<file path="src/rtl/serial_adder.sv">
// serial_adder: bit-serial A + B + carry_in, LSB first, one full-adder cell, start/done handshake
module serial_adder #(
    parameter int WIDTH = 8
) (
    input  logic             clk,
    input  logic             rst,
    input  logic             start,
    input  logic [WIDTH-1:0] A,
    input  logic [WIDTH-1:0] B,
    input  logic             carry_in,
    output logic             busy,
    output logic             done,
    output logic [WIDTH-1:0] sum,
    output logic             carry_out
);
    localparam int CW = $clog2(WIDTH);
    typedef enum logic {IDLE, RUN} state_t;
    state_t           r_state, w_next;
    logic [WIDTH-1:0] r_a, r_b, r_psum, r_sum;
    logic [CW-1:0]    r_cnt;
    logic             r_c, r_cout, r_done;
    logic             w_s, w_c, w_last;
    assign w_s    = r_a[0] ^ r_b[0] ^ r_c;
    assign w_c    = (r_a[0] & r_b[0]) | ((r_a[0] ^ r_b[0]) & r_c);
    assign w_last = r_cnt == CW'(WIDTH - 1);
    always_comb begin
        w_next = r_state;
        w_next = (r_state == IDLE) ? (start ? RUN : IDLE) : (w_last ? IDLE : RUN);
    end
    always_ff @(posedge clk) begin
        r_state <= rst ? IDLE : w_next;
    end
    always_ff @(posedge clk) begin
        if (rst) begin
            r_a    <= '0;
            r_b    <= '0;
            r_psum <= '0;
            r_sum  <= '0;
            r_cnt  <= '0;
            r_c    <= 1'b0;
            r_cout <= 1'b0;
            r_done <= 1'b0;
        end else begin
            r_done <= 1'b0;
            if (r_state == IDLE && start) begin
                r_a   <= A;
                r_b   <= B;
                r_c   <= carry_in;
                r_cnt <= '0;
            end else if (r_state == RUN) begin
                r_a    <= r_a >> 1;
                r_b    <= r_b >> 1;
                r_c    <= w_c;
                r_psum <= {w_s, r_psum[WIDTH-1:1]};
                r_cnt  <= r_cnt + CW'(1);
                // final bit: this edge's sum bit completes the result
                if (w_last) begin
                    r_sum  <= {w_s, r_psum[WIDTH-1:1]};
                    r_cout <= w_c;
                    r_done <= 1'b1;
                end
            end
        end
    end
    assign busy      = r_state == RUN;
    assign done      = r_done;
    assign sum       = r_sum;
    assign carry_out = r_cout;
endmodule

</file>
<file path="config.mk">
export PLATFORM = sky130hd
export DESIGN_NAME = serial_adder
export DESIGN_NICKNAME = d
export VERILOG_FILES = /design/src/rtl/serial_adder.sv
export SDC_FILE = /design/constraint.sdc
export NUM_CORES = 1
export LEC_CHECK = 0
export ABC_CLOCK_PERIOD_IN_PS = 1480
export CORE_UTILIZATION = 51
export CTS_CLUSTER_DIAMETER = 120
export DETAILED_ROUTE_END_ITERATION = 7
export MAX_ROUTING_LAYER = met4
export PLACE_DENSITY = 0.81
export SYNTH_ARGS = -nofsm -noshare
export SYNTH_HDL_FRONTEND = slang
export SYNTH_SLANG_ARGS = --single-unit
</file>
<file path="constraint.sdc">
create_clock -name clk -period 1.48 [get_ports clk]
set_input_delay 0.148 -clock clk [delete_from_list [all_inputs] [get_ports clk]]
set_output_delay 0.148 -clock clk [all_outputs]
set_load 0.02 [all_outputs]
</file>
==> metrics.cfg, run 1 <==
[run_status]
status=finished, final reports clean

[clock_tree]
cts_tree=built
clockBufferDepth=2
cts_setup_buffers=0
clk_pin_slew_worst_paths_ns=0.11
cts_buffers=5
cts_root_buffer=clkbuf_4
worstSkewPairLatency_ns=0.33
cts_max_level=2
cts.sinks=38
hold_buffers=0

[worst_setup_path]
crit_fanout=2
criticalPathCategory=reg2out
end_kind=output pin
ff2ff_path_depth=4
critPathTopFamily=buffers and inverters
endpoint=carry_out
path_cells=clkdlybuf4s50_1
critPathRequiredTime_ns=1.33
startpoint=carry_out
worstPathArrival_ns=1.27
slowest_delay_ns=0.60
reg2reg_slack_ns=0.20
r2r_end=sum[3]
critPathLaunchType=flop
crit_buf_inv=1
rr_startpoint=r_cnt[0]
critPathSlowestCell=clkdlybuf4s50_1
worstSetupPathDepth=1

[timing]
worst-slew-pin-transition_ns=0.339
fin_skew_ns=0.00636
hold_viol_final=0
slew_violations=0
fin_crit_ns=1.41
slew_headroom_pct=77.4
tns_ns=0
rsz0062_at_grt=no
max_freq_mhz=707
setup_viol_count_final=0
period_share_pct=95.6

[drt]
drc_errors=0
vias_per_cell=5.28
wl_met1_mm=1.24
routed_wl_mm=2.84
first_iter_violations=53
wl_per_cell_um=12.3
top_layer_used=met4
drt_first_pass_iters=4
num_vias=1224
final_antenna_net_count=0
met2_length_mm=1.48
dr_wl_met3_um=94

[global_routing]
grt_util_all_layers_pct=19.6
gr-total-overflow=0
antenna_found_initial=0
grt_pass1_vias=1162
grt_pass1_wl_mm=4.94
grt_max_degree=39

[worst_hold_path]
hp-start=A[7]
hp-class=in2reg

[power]
power.density_mw_per_mm2=986
leakage_uw=0.000867
totalPowerFinal_uw=2060
ir_drop_mv=0.889

[synthesis]
synthTopCellsByArea=dfxtp_1 45%, mux2i_1 14%, a211oi_2 5.9%, nor2b_1 5.6%, a21bo_2 5.4%
synth_top_family_by_area=compound AO/OA/AOI/OAI gates
netlist.area_leader.share_pct=45.2
synth_nets=183
synth_xor_area_share_pct=0
synth_top_flop_cell=dfxtp_1
postSynthCellCount=160
synth.largest_area_cell=dfxtp_1
syn_avg_cell_area_um2=10.5
async_flop_share_pct=0
syn_area_mm2=0.00168
synth_fa_ha_area_share_pct=2.68
yosysWarningCount=0
ys_ff_latch=38
synth_edf_count=0
synth_most_common_cell=dfxtp_1
seq_area_frac_synth_pct=45.2
synth_compound_area_share_pct=18.3
ys_types=21
synthMuxAreaShare_pct=14.3
synth_common_cells=38 x dfxtp_1, 24 x mux2i_1, 15 x nor2b_1, 13 x a21oi_1
synth_simple_gate_area_share_pct=14.0

[floorplanning]
start_util_pct=54.2
die_y_um=59.4
coreArea_mm2=0.00310
rows=20
fp.dieW_um=59.4
dieArea_mm2=0.00353
io-pin-count=31

[placed_design]
place.gp.congestion=0.709
hpwl_mm=1.95
io_buffers=30

[final_layout]
nFillCells=287
fin_util_pct=67.4
multiInputGateArea_um2=831
area_growth_pct=24.2
seq_area_um2=761
drive_gt1_share_pct=15.4
insertedDiodeCount=0
finalNetCount=210

[flow_run]
max-cap-violations=0

## layout by cell type (no fill, tap or decap), drive strengths merged, types with 2 or more instances in the layout
cell	instances
dfxtp	38
clkdlybuf4s50	26
mux2i	24
nor2b	15
a211oi	15
a21oi	13
nand3	9
a21bo	9
nor2	8
clkbuf	7
dlymetal6s2s	4
buf	4
nand2	3
or3b	3
nand2b	3
nor3	2
ha	2
## tightest hold or removal path: stages
cell	delay, ns
clkdlybuf4s50_1	0.39
mux2i_1	0.14
nor3_1	0.06
## logic make-up after synthesis
family / after synthesis
AOI/OAI and AO/OA: 37
and+or+nand+nor: 43
muxes: 24
DFF: 38
adders and majority gates: 3
buffers and inverters: 15
## flip-flops by register name, summed over array words and instances (netlist names)
name / flops
busy: 1
carry_out: 1
done: 1
r_a: 8
r_b: 8
r_c: 1
r_cnt: 3
r_psum: 7
sum: 8
## where the power goes
group          internal [uW]  switching, uW  leakage [uW]
Clock                    359            314     0.0000395
Combinational            150            134      0.000517
Sequential              1070           31.0      0.000311
## metal layers
| layer | vias up | global-route usage [%] |
|---|---|---|
| li1 | 620 | - |
| met1 | 577 | 20.8 |
| met2 | 25 | 32.9 |
| met3 | 2 | 6.55 |
| met4 | 0 | 9.18 |
| met5 | - | - |
## per-stage QoR
step / cells / setup slack [ns] / cell area [um2] / hold WS, ns
6_report: 232 / 0.0653 / 2090 / 0.452
5_1_grt: 232 / 0.00364 / 2090 / 0.445
4_1_cts: 232 / 0.00808 / 2080 / 0.433
3_5_place_dp: 224 / 0.0176 / 2000 / 0.478
3_3_place_gp: 224 / 0.0816 / 2000 / 0.463
2_1_floorplan: 160 / 0.235 / 1680 / 0.330
## repair_timing
action                                 4_1_cts  5_1_grt
endpoints found under the hold margin        0        0
gates cloned                                 0        0
gates resized for setup                      1        4
setup endpoints to repair                    3        4
## final cells by class
type                       instances  share of cell area, %
multi-input combinational        107                   39.7
timing repair buffer              34                   17.5
tap                               44                   2.63
sequential                        38                   36.4
inverter                           1                  0.180
clock buffer                       7                   2.15
clock inverter                     1                   1.44
## worst min path at each step
| stage | end | slack (ns) | cells after the start |
|---|---|---|---|
| 3_3_place_gp | sum[0] | 0.46 | 2 |
| 2_1_floorplan | r_cnt[2] | 0.33 | 2 |
| 6_report | r_a[7] | 0.45 | 3 |
| 5_1_grt | r_b[7] | 0.44 | 3 |
| 3_5_place_dp | sum[4] | 0.48 | 2 |
| 4_1_cts | r_b[7] | 0.43 | 3 |
Power figures use the tool's default switching activity.
==> run 2: changes to the inputs <==
==> constraint.sdc (replaced) <==
create_clock -name clk -period 1.48 [get_ports clk]
set_input_delay 0.296 -clock clk [delete_from_list [all_inputs] [get_ports clk]]
set_output_delay 0.296 -clock clk [all_outputs]
set_load 0.02 [all_outputs]
==> run 2 against run 1 <==
Compared with the run above: maximum frequency increased by 6.0%; first-iteration DRC count increased by 38%; wire length decreased by 1.1%; cell area decreased by 2.6%; register-to-register slack improved by 0.03 ns; clock skew decreased by 0.0020 ns; critical endpoint is now busy.
==> metrics.cfg, run 2 (same netlist as run 1, synthesis figures left out) <==
[run_status]
status=finished, final reports clean

[timing]
hold_viol_final=0  ; unchanged
max_freq_mhz=749  ; +6.0%
setup_viol_count_final=0  ; unchanged
slew_violations=0  ; unchanged
rsz0062_at_grt=no
period_share_pct=90.2  ; -5.4 points
worst-slew-pin-transition_ns=0.352  ; +0.0133 ns
fin_skew_ns=0.00438  ; -0.00198 ns
fin_crit_ns=1.33  ; -0.0800 ns
slew_headroom_pct=76.5  ; -0.85 points

[floorplanning]
fp.dieW_um=59.4  ; unchanged
dieArea_mm2=0.00353  ; unchanged
start_util_pct=54.2  ; unchanged
die_y_um=59.4  ; unchanged
coreArea_mm2=0.00310  ; unchanged
io-pin-count=31  ; unchanged
rows=20  ; unchanged

[clock_tree]
cts_root_buffer=clkbuf_4
cts_setup_buffers=0  ; unchanged
hold_buffers=0  ; unchanged
cts.sinks=38  ; unchanged
clockBufferDepth=2  ; unchanged
cts_tree=built
worstSkewPairLatency_ns=0.33  ; about the same
cts_buffers=5  ; unchanged
cts_max_level=2  ; unchanged
clk_pin_slew_worst_paths_ns=0.10  ; about the same

[final_layout]
finalNetCount=210  ; unchanged
insertedDiodeCount=0  ; unchanged
final_cell_mix=38 x dfxtp_1, 24 x mux2i_1, 19 x clkdlybuf4s50_1, 15 x nor2b_1, 13 x a21oi_1
postLayoutCellArea_mm2=0.00204  ; -2.6%
drive_gt1_share_pct=15.0  ; -0.45 points
area_growth_pct=21.0
final_common_cell=dfxtp_1
stdcell_count=231  ; -0.43%

[placed_design]
dp_cells=224  ; unchanged
hpwl_mm=1.85  ; -5.3%
io_buffers=30  ; unchanged
placed_cell_area_mm2=0.00200  ; unchanged
place.gp.congestion=0.689  ; -2.9%

[worst_setup_path]
worstPathArrival_ns=1.04  ; -0.23 ns
crit_fanout=3  ; +1
critPathSlowestCell=dfxtp_1
crit_buf_inv=1  ; unchanged
critPathRequiredTime_ns=1.18  ; -0.15 ns
critPathLaunchType=flop
critPathTopFamily=flip-flops
path_cells=dlygate4sd2_1
criticalPathCategory=reg2out
end_kind=output pin
slowest_delay_ns=0.37  ; -0.23 ns

[drt]
met2_length_mm=1.36  ; -8.0%
top_layer_used=met4
drc_errors=0  ; unchanged
wl_met1_mm=1.31  ; +5.6%
num_vias=1192  ; -2.6%
routed_wl_mm=2.81  ; -1.1%
first_iter_violations=73  ; +38%
wl_per_cell_um=12.2  ; -0.66%
vias_per_cell=5.16  ; -2.2%
dr_wl_met3_um=118  ; +26%
drt_first_pass_iters=4  ; unchanged
final_antenna_net_count=0  ; unchanged

[power]
p_int_uw=1400  ; -11%
p_switching_uw=466  ; -2.5%
combinationalPowerShare_pct=15.1  ; +1.3 points
ir_drop_mv=0.530  ; -40%
clkPwrFrac_pct=25.7  ; -6.9 points
seqPwrFrac_pct=59.2  ; +5.6 points
sw_frac_of_total_pct=25.0  ; +1.7 points
leakage_uw=0.000835  ; -3.7%
power.density_mw_per_mm2=917  ; -7.0%

[global_routing]
grt_util_all_layers_pct=18.6  ; -1.1 points
grt_pass1_wl_mm=4.71  ; -4.8%
gr-total-overflow=0  ; unchanged
antenna_found_initial=0  ; unchanged
grt_max_degree=39  ; unchanged
grt_pass1_vias=1114  ; -4.1%

[worst_hold_path]
hp-class=reg2reg

[flow_run]
max-cap-violations=0  ; unchanged

[run 2: changes by cell type in the layout (fill, tap and decap cells not counted)]
cell	change
dlygate4sd2_1	+11
clkdlybuf4s50_1	-7
dlymetal6s2s_1	-4
bufinv_16	-1
[run 2: worst paths after layout]
path | from | endpoint | slack (ns) | depth (start not counted)
worst max-delay path | busy | busy | 0.15 | 1
worst min-delay path | r_psum[1] | sum[0] | 0.48 | 2
worst max register to register | r_cnt[0] | sum[6] | 0.23 | 4
worst min register to register | r_psum[1] | sum[0] | 0.48 | 2
[run 2: routing by layer]
metal / vias to the layer above / track usage [%]
met5: - / -
met4: 0 / 7.14
met3: 4 / 6.11
met2: 24 / 32.1
met1: 543 / 19.5
li1: 621 / -
[run 2: per-stage QoR]
stage / total power [uW] / utilization [%] / hold slack, ns / TNS, ns / worst slack (ns)
5_1_grt: 1960 / 65.6 / 0.511 / 0 / 0.0875
3_3_place_gp: 1400 / 64.6 / 0.457 / 0 / 0.00925
2_1_floorplan: 1330 / - / 0.443 / 0 / 0.235
6_report: 1870 / 65.6 / 0.481 / 0 / 0.145
4_1_cts: 1890 / 65.6 / 0.482 / 0 / 0.0124
3_5_place_dp: 1410 / 64.6 / 0.467 / -0.0434 / -0.0202
[run 2: timing repair]
action / 4_1_cts / 5_1_grt
gates resized for setup: 11 / 1
pin swaps: 0 / 0
setup endpoints to repair: 11 / 11
[run 2: cell type report]
| cell class | count | area (um2) |
|---|---|---|
| Inverter | 1 | 3.75 |
| Multi-Input combinational cell | 107 | 831 |
| Tap cell | 44 | 55.1 |
| Timing Repair Buffer | 34 | 342 |
| Sequential cell | 38 | 761 |
| Fill cell | 265 | 1070 |
| Clock buffer | 7 | 45.0 |
[run 2: power groups by stage]
stage	logic (uW)	clock network, uW	registers [uW]
after floorplan	201	0	1130
after CTS	284	501	1110
after global routing	307	541	1110
final	283	480	1110
after detailed placement	285	0	1130
after global placement	278	0	1130
[run 2: worst min-delay path, cell delays in order, from the launching register on]
cell and delay (ns):
dfxtp_1 0.32, nand3_1 0.06, a21oi_1 0.05
==> run 3: changes to the inputs <==
==> config.mk (replaced) <==
export PLATFORM = sky130hd
export DESIGN_NAME = serial_adder
export DESIGN_NICKNAME = d
export VERILOG_FILES = /design/src/rtl/serial_adder.sv
export SDC_FILE = /design/constraint.sdc
export NUM_CORES = 1
export LEC_CHECK = 0
export ABC_CLOCK_PERIOD_IN_PS = 1700
export CORE_UTILIZATION = 60
export CTS_CLUSTER_DIAMETER = 120
export DETAILED_ROUTE_END_ITERATION = 7
export DONT_BUFFER_PORTS = 1
export HOLD_SLACK_MARGIN = 0.02
export MAX_ROUTING_LAYER = met4
export PLACE_DENSITY = 0.79
export SYNTH_ARGS = -nofsm -noshare
export SYNTH_HDL_FRONTEND = slang
export SYNTH_SLANG_ARGS = --single-unit
==> constraint.sdc (replaced) <==
create_clock -name clk -period 1.7 [get_ports clk]
set_input_delay 0.34 -clock clk [delete_from_list [all_inputs] [get_ports clk]]
set_output_delay 0.34 -clock clk [all_outputs]
set_load 0.02 [all_outputs]
==> run 3 against run 2 <==
Compared with the run above: worst hold slack got worse by 0.43 ns; register-to-register slack got worse by 0.02 ns; largest cell class unchanged; sequential power decreased by 12%; highest routed layer unchanged; setup slack better by 0.061 ns.
==> metrics.cfg, run 3 (same netlist as run 1, synthesis figures left out) <==
[run_status]
status=finished, final reports clean

[drt]
routed_wl_mm=2.78  ; -1.1%
final_antenna_net_count=0  ; unchanged
drc_errors=0  ; unchanged
vias_per_cell=5.92  ; +15%
first_iter_violations=21  ; -71%
wl_per_cell_um=15.0  ; +23%
num_vias=1101  ; -7.6%
drt_first_pass_iters=4  ; unchanged

[final_layout]
drive_gt1_share_pct=17.9  ; +3.0 points
stdcell_count=186  ; -19%
final_cell_mix=37 x dfxtp_1, 24 x mux2i_1, 15 x nor2b_1, 13 x a21oi_1
insertedDiodeCount=0  ; unchanged
final_common_cell=dfxtp_1
finalNetCount=178  ; -15%
area_growth_pct=2.16
nFillCells=224  ; -15%

[global_routing]
gr-usage-met3_pct=5.74  ; -0.38 points
antenna_found_initial=0  ; unchanged
grt_max_degree=39  ; unchanged
grt_util_all_layers_pct=20.7  ; +2.1 points
grt_busiest_layer=met2
grtUsageMet1_pct=25.3  ; +5.7 points
grt_pass1_vias=948  ; -15%
grt_pass1_wl_mm=4.17  ; -11%
met2_usage_pct=30.7  ; -1.4 points
gr-total-overflow=0  ; unchanged

[floorplanning]
die_y_um=55.0  ; -7.5%
fp.dieW_um=55.0  ; -7.5%
io-pin-count=31  ; unchanged
rows=18  ; -10%
start_util_pct=65.5  ; +11 points
coreArea_mm2=0.00257  ; -17%
dieArea_mm2=0.00302  ; -15%

[worst_setup_path]
crit_buf_inv=0  ; -1
critPathTopFamily=adder cells
critPathRequiredTime_ns=1.93  ; +0.75 ns
ff2ff_path_depth=4  ; unchanged
critPathLaunchType=flop
criticalPathCategory=reg2reg
crit_top_cell=ha_1
path_cells=ha_1, ha_1, a21bo_2, a21oi_1
critPathSlowestCell=ha_1
crit_fanout=20  ; +17
worstPathArrival_ns=1.72  ; +0.68 ns
worstSetupPathDepth=4  ; +3
slowest_delay_ns=0.57  ; +0.20 ns
end_kind=flop

[clock_tree]
cts_root_buffer=clkbuf_4
cts.sinks=38  ; unchanged
cts_setup_buffers=0  ; unchanged
worstSkewPairLatency_ns=0.33  ; about the same
cts_max_level=2  ; unchanged
hold_buffers=0  ; unchanged
cts.repair.resized=0  ; -11
cts_buffers=5  ; unchanged
clk_pin_slew_worst_paths_ns=0.11  ; about the same
cts_tree=built
clockBufferDepth=2  ; unchanged

[power]
p_int_uw=1220  ; -13%
leakage_uw=0.000669  ; -20%
combinationalPowerShare_pct=10.1  ; -5.0 points
totalPowerFinal_uw=1610  ; -14%
p_switching_uw=390  ; -16%
ir_drop_mv=0.714  ; +35%
seqPwrFrac_pct=60.4  ; +1.2 points
clkPwrFrac_pct=29.5  ; +3.8 points
power.density_mw_per_mm2=938  ; +2.3%
sw_frac_of_total_pct=24.2  ; -0.78 points

[timing]
rsz0062_at_grt=no
setup_ws_ns=0.206  ; +0.0610 ns
setup_viol_count_final=0  ; unchanged
fin_skew_ns=0.00770  ; +0.00332 ns
max_freq_mhz=670
tns_ns=0  ; unchanged
period_share_pct=87.9
whs_ns=0.0507  ; -0.430 ns
slew_violations=0  ; unchanged
hold_viol_final=0  ; unchanged
slew_headroom_pct=56.9  ; -20 points
fin_crit_ns=1.49
worst-slew-pin-transition_ns=0.647  ; +0.295 ns

[placed_design]
place.gp.congestion=0.650  ; -5.6%
hpwl_mm=1.85  ; +0.15%
dp_cells=178  ; -21%
io_buffers=0  ; -100%
dp_slack_ns=0.220  ; +0.240 ns

[worst_hold_path]
hold_depth=1  ; -1
hp-class=in2reg

[flow_run]
max-cap-violations=0  ; unchanged

==> run 3: changes by cell type in the layout (fill, tap and decap cells not counted), sizes merged <==
cell           previous run  this run
clkdlybuf4s50            19         0
dlygate4sd2              11         0
buf                       4         2
clkinv                    0         1
==> run 3: stage by stage <==
step	instance area, um2	util, %
2_1_floorplan	1680	-
3_3_place_gp	1660	64.6
3_5_place_dp	1660	64.6
4_1_cts	1720	67.0
5_1_grt	1720	67.0
6_report	1720	67.0
==> run 3: routing by layer <==
metal  share of wire, %  up-vias
li1                   -      555
met1                 46      512
met2                 47       27
met3                5.2        7
met4                1.8        0
met5                  0        -
==> run 3: cell type report <==
type	instances	area (um2)	share of cell area (%)
Sequential cell	38	762	44.3
Tap cell	30	37.5	2.18
Clock buffer	7	55.1	3.20
Timing Repair Buffer	2	27.5	1.60
Multi-Input combinational cell	107	828	48.2
Inverter	1	3.75	0.218
Clock inverter	1	5.00	0.291
==> run 3: power groups by stage <==
stage	Combinational (uW)	Clock, uW	Sequential, uW
after CTS	164	487	974
final	163	476	974
after global routing	179	528	980
after detailed placement	165	0	994
after floorplan	175	0	979
after global placement	156	0	989
==> run 3: path summary, 6_finish.rpt <==
path | from | slack, ns | end
worst max-delay path | r_cnt[0] | 0.21 | sum[5]
worst min-delay path | rst | 0.05 | r_a[4]
worst max register to register | r_cnt[0] | 0.21 | sum[5]
worst min register to register | r_psum[7] | 0.48 | sum[6]
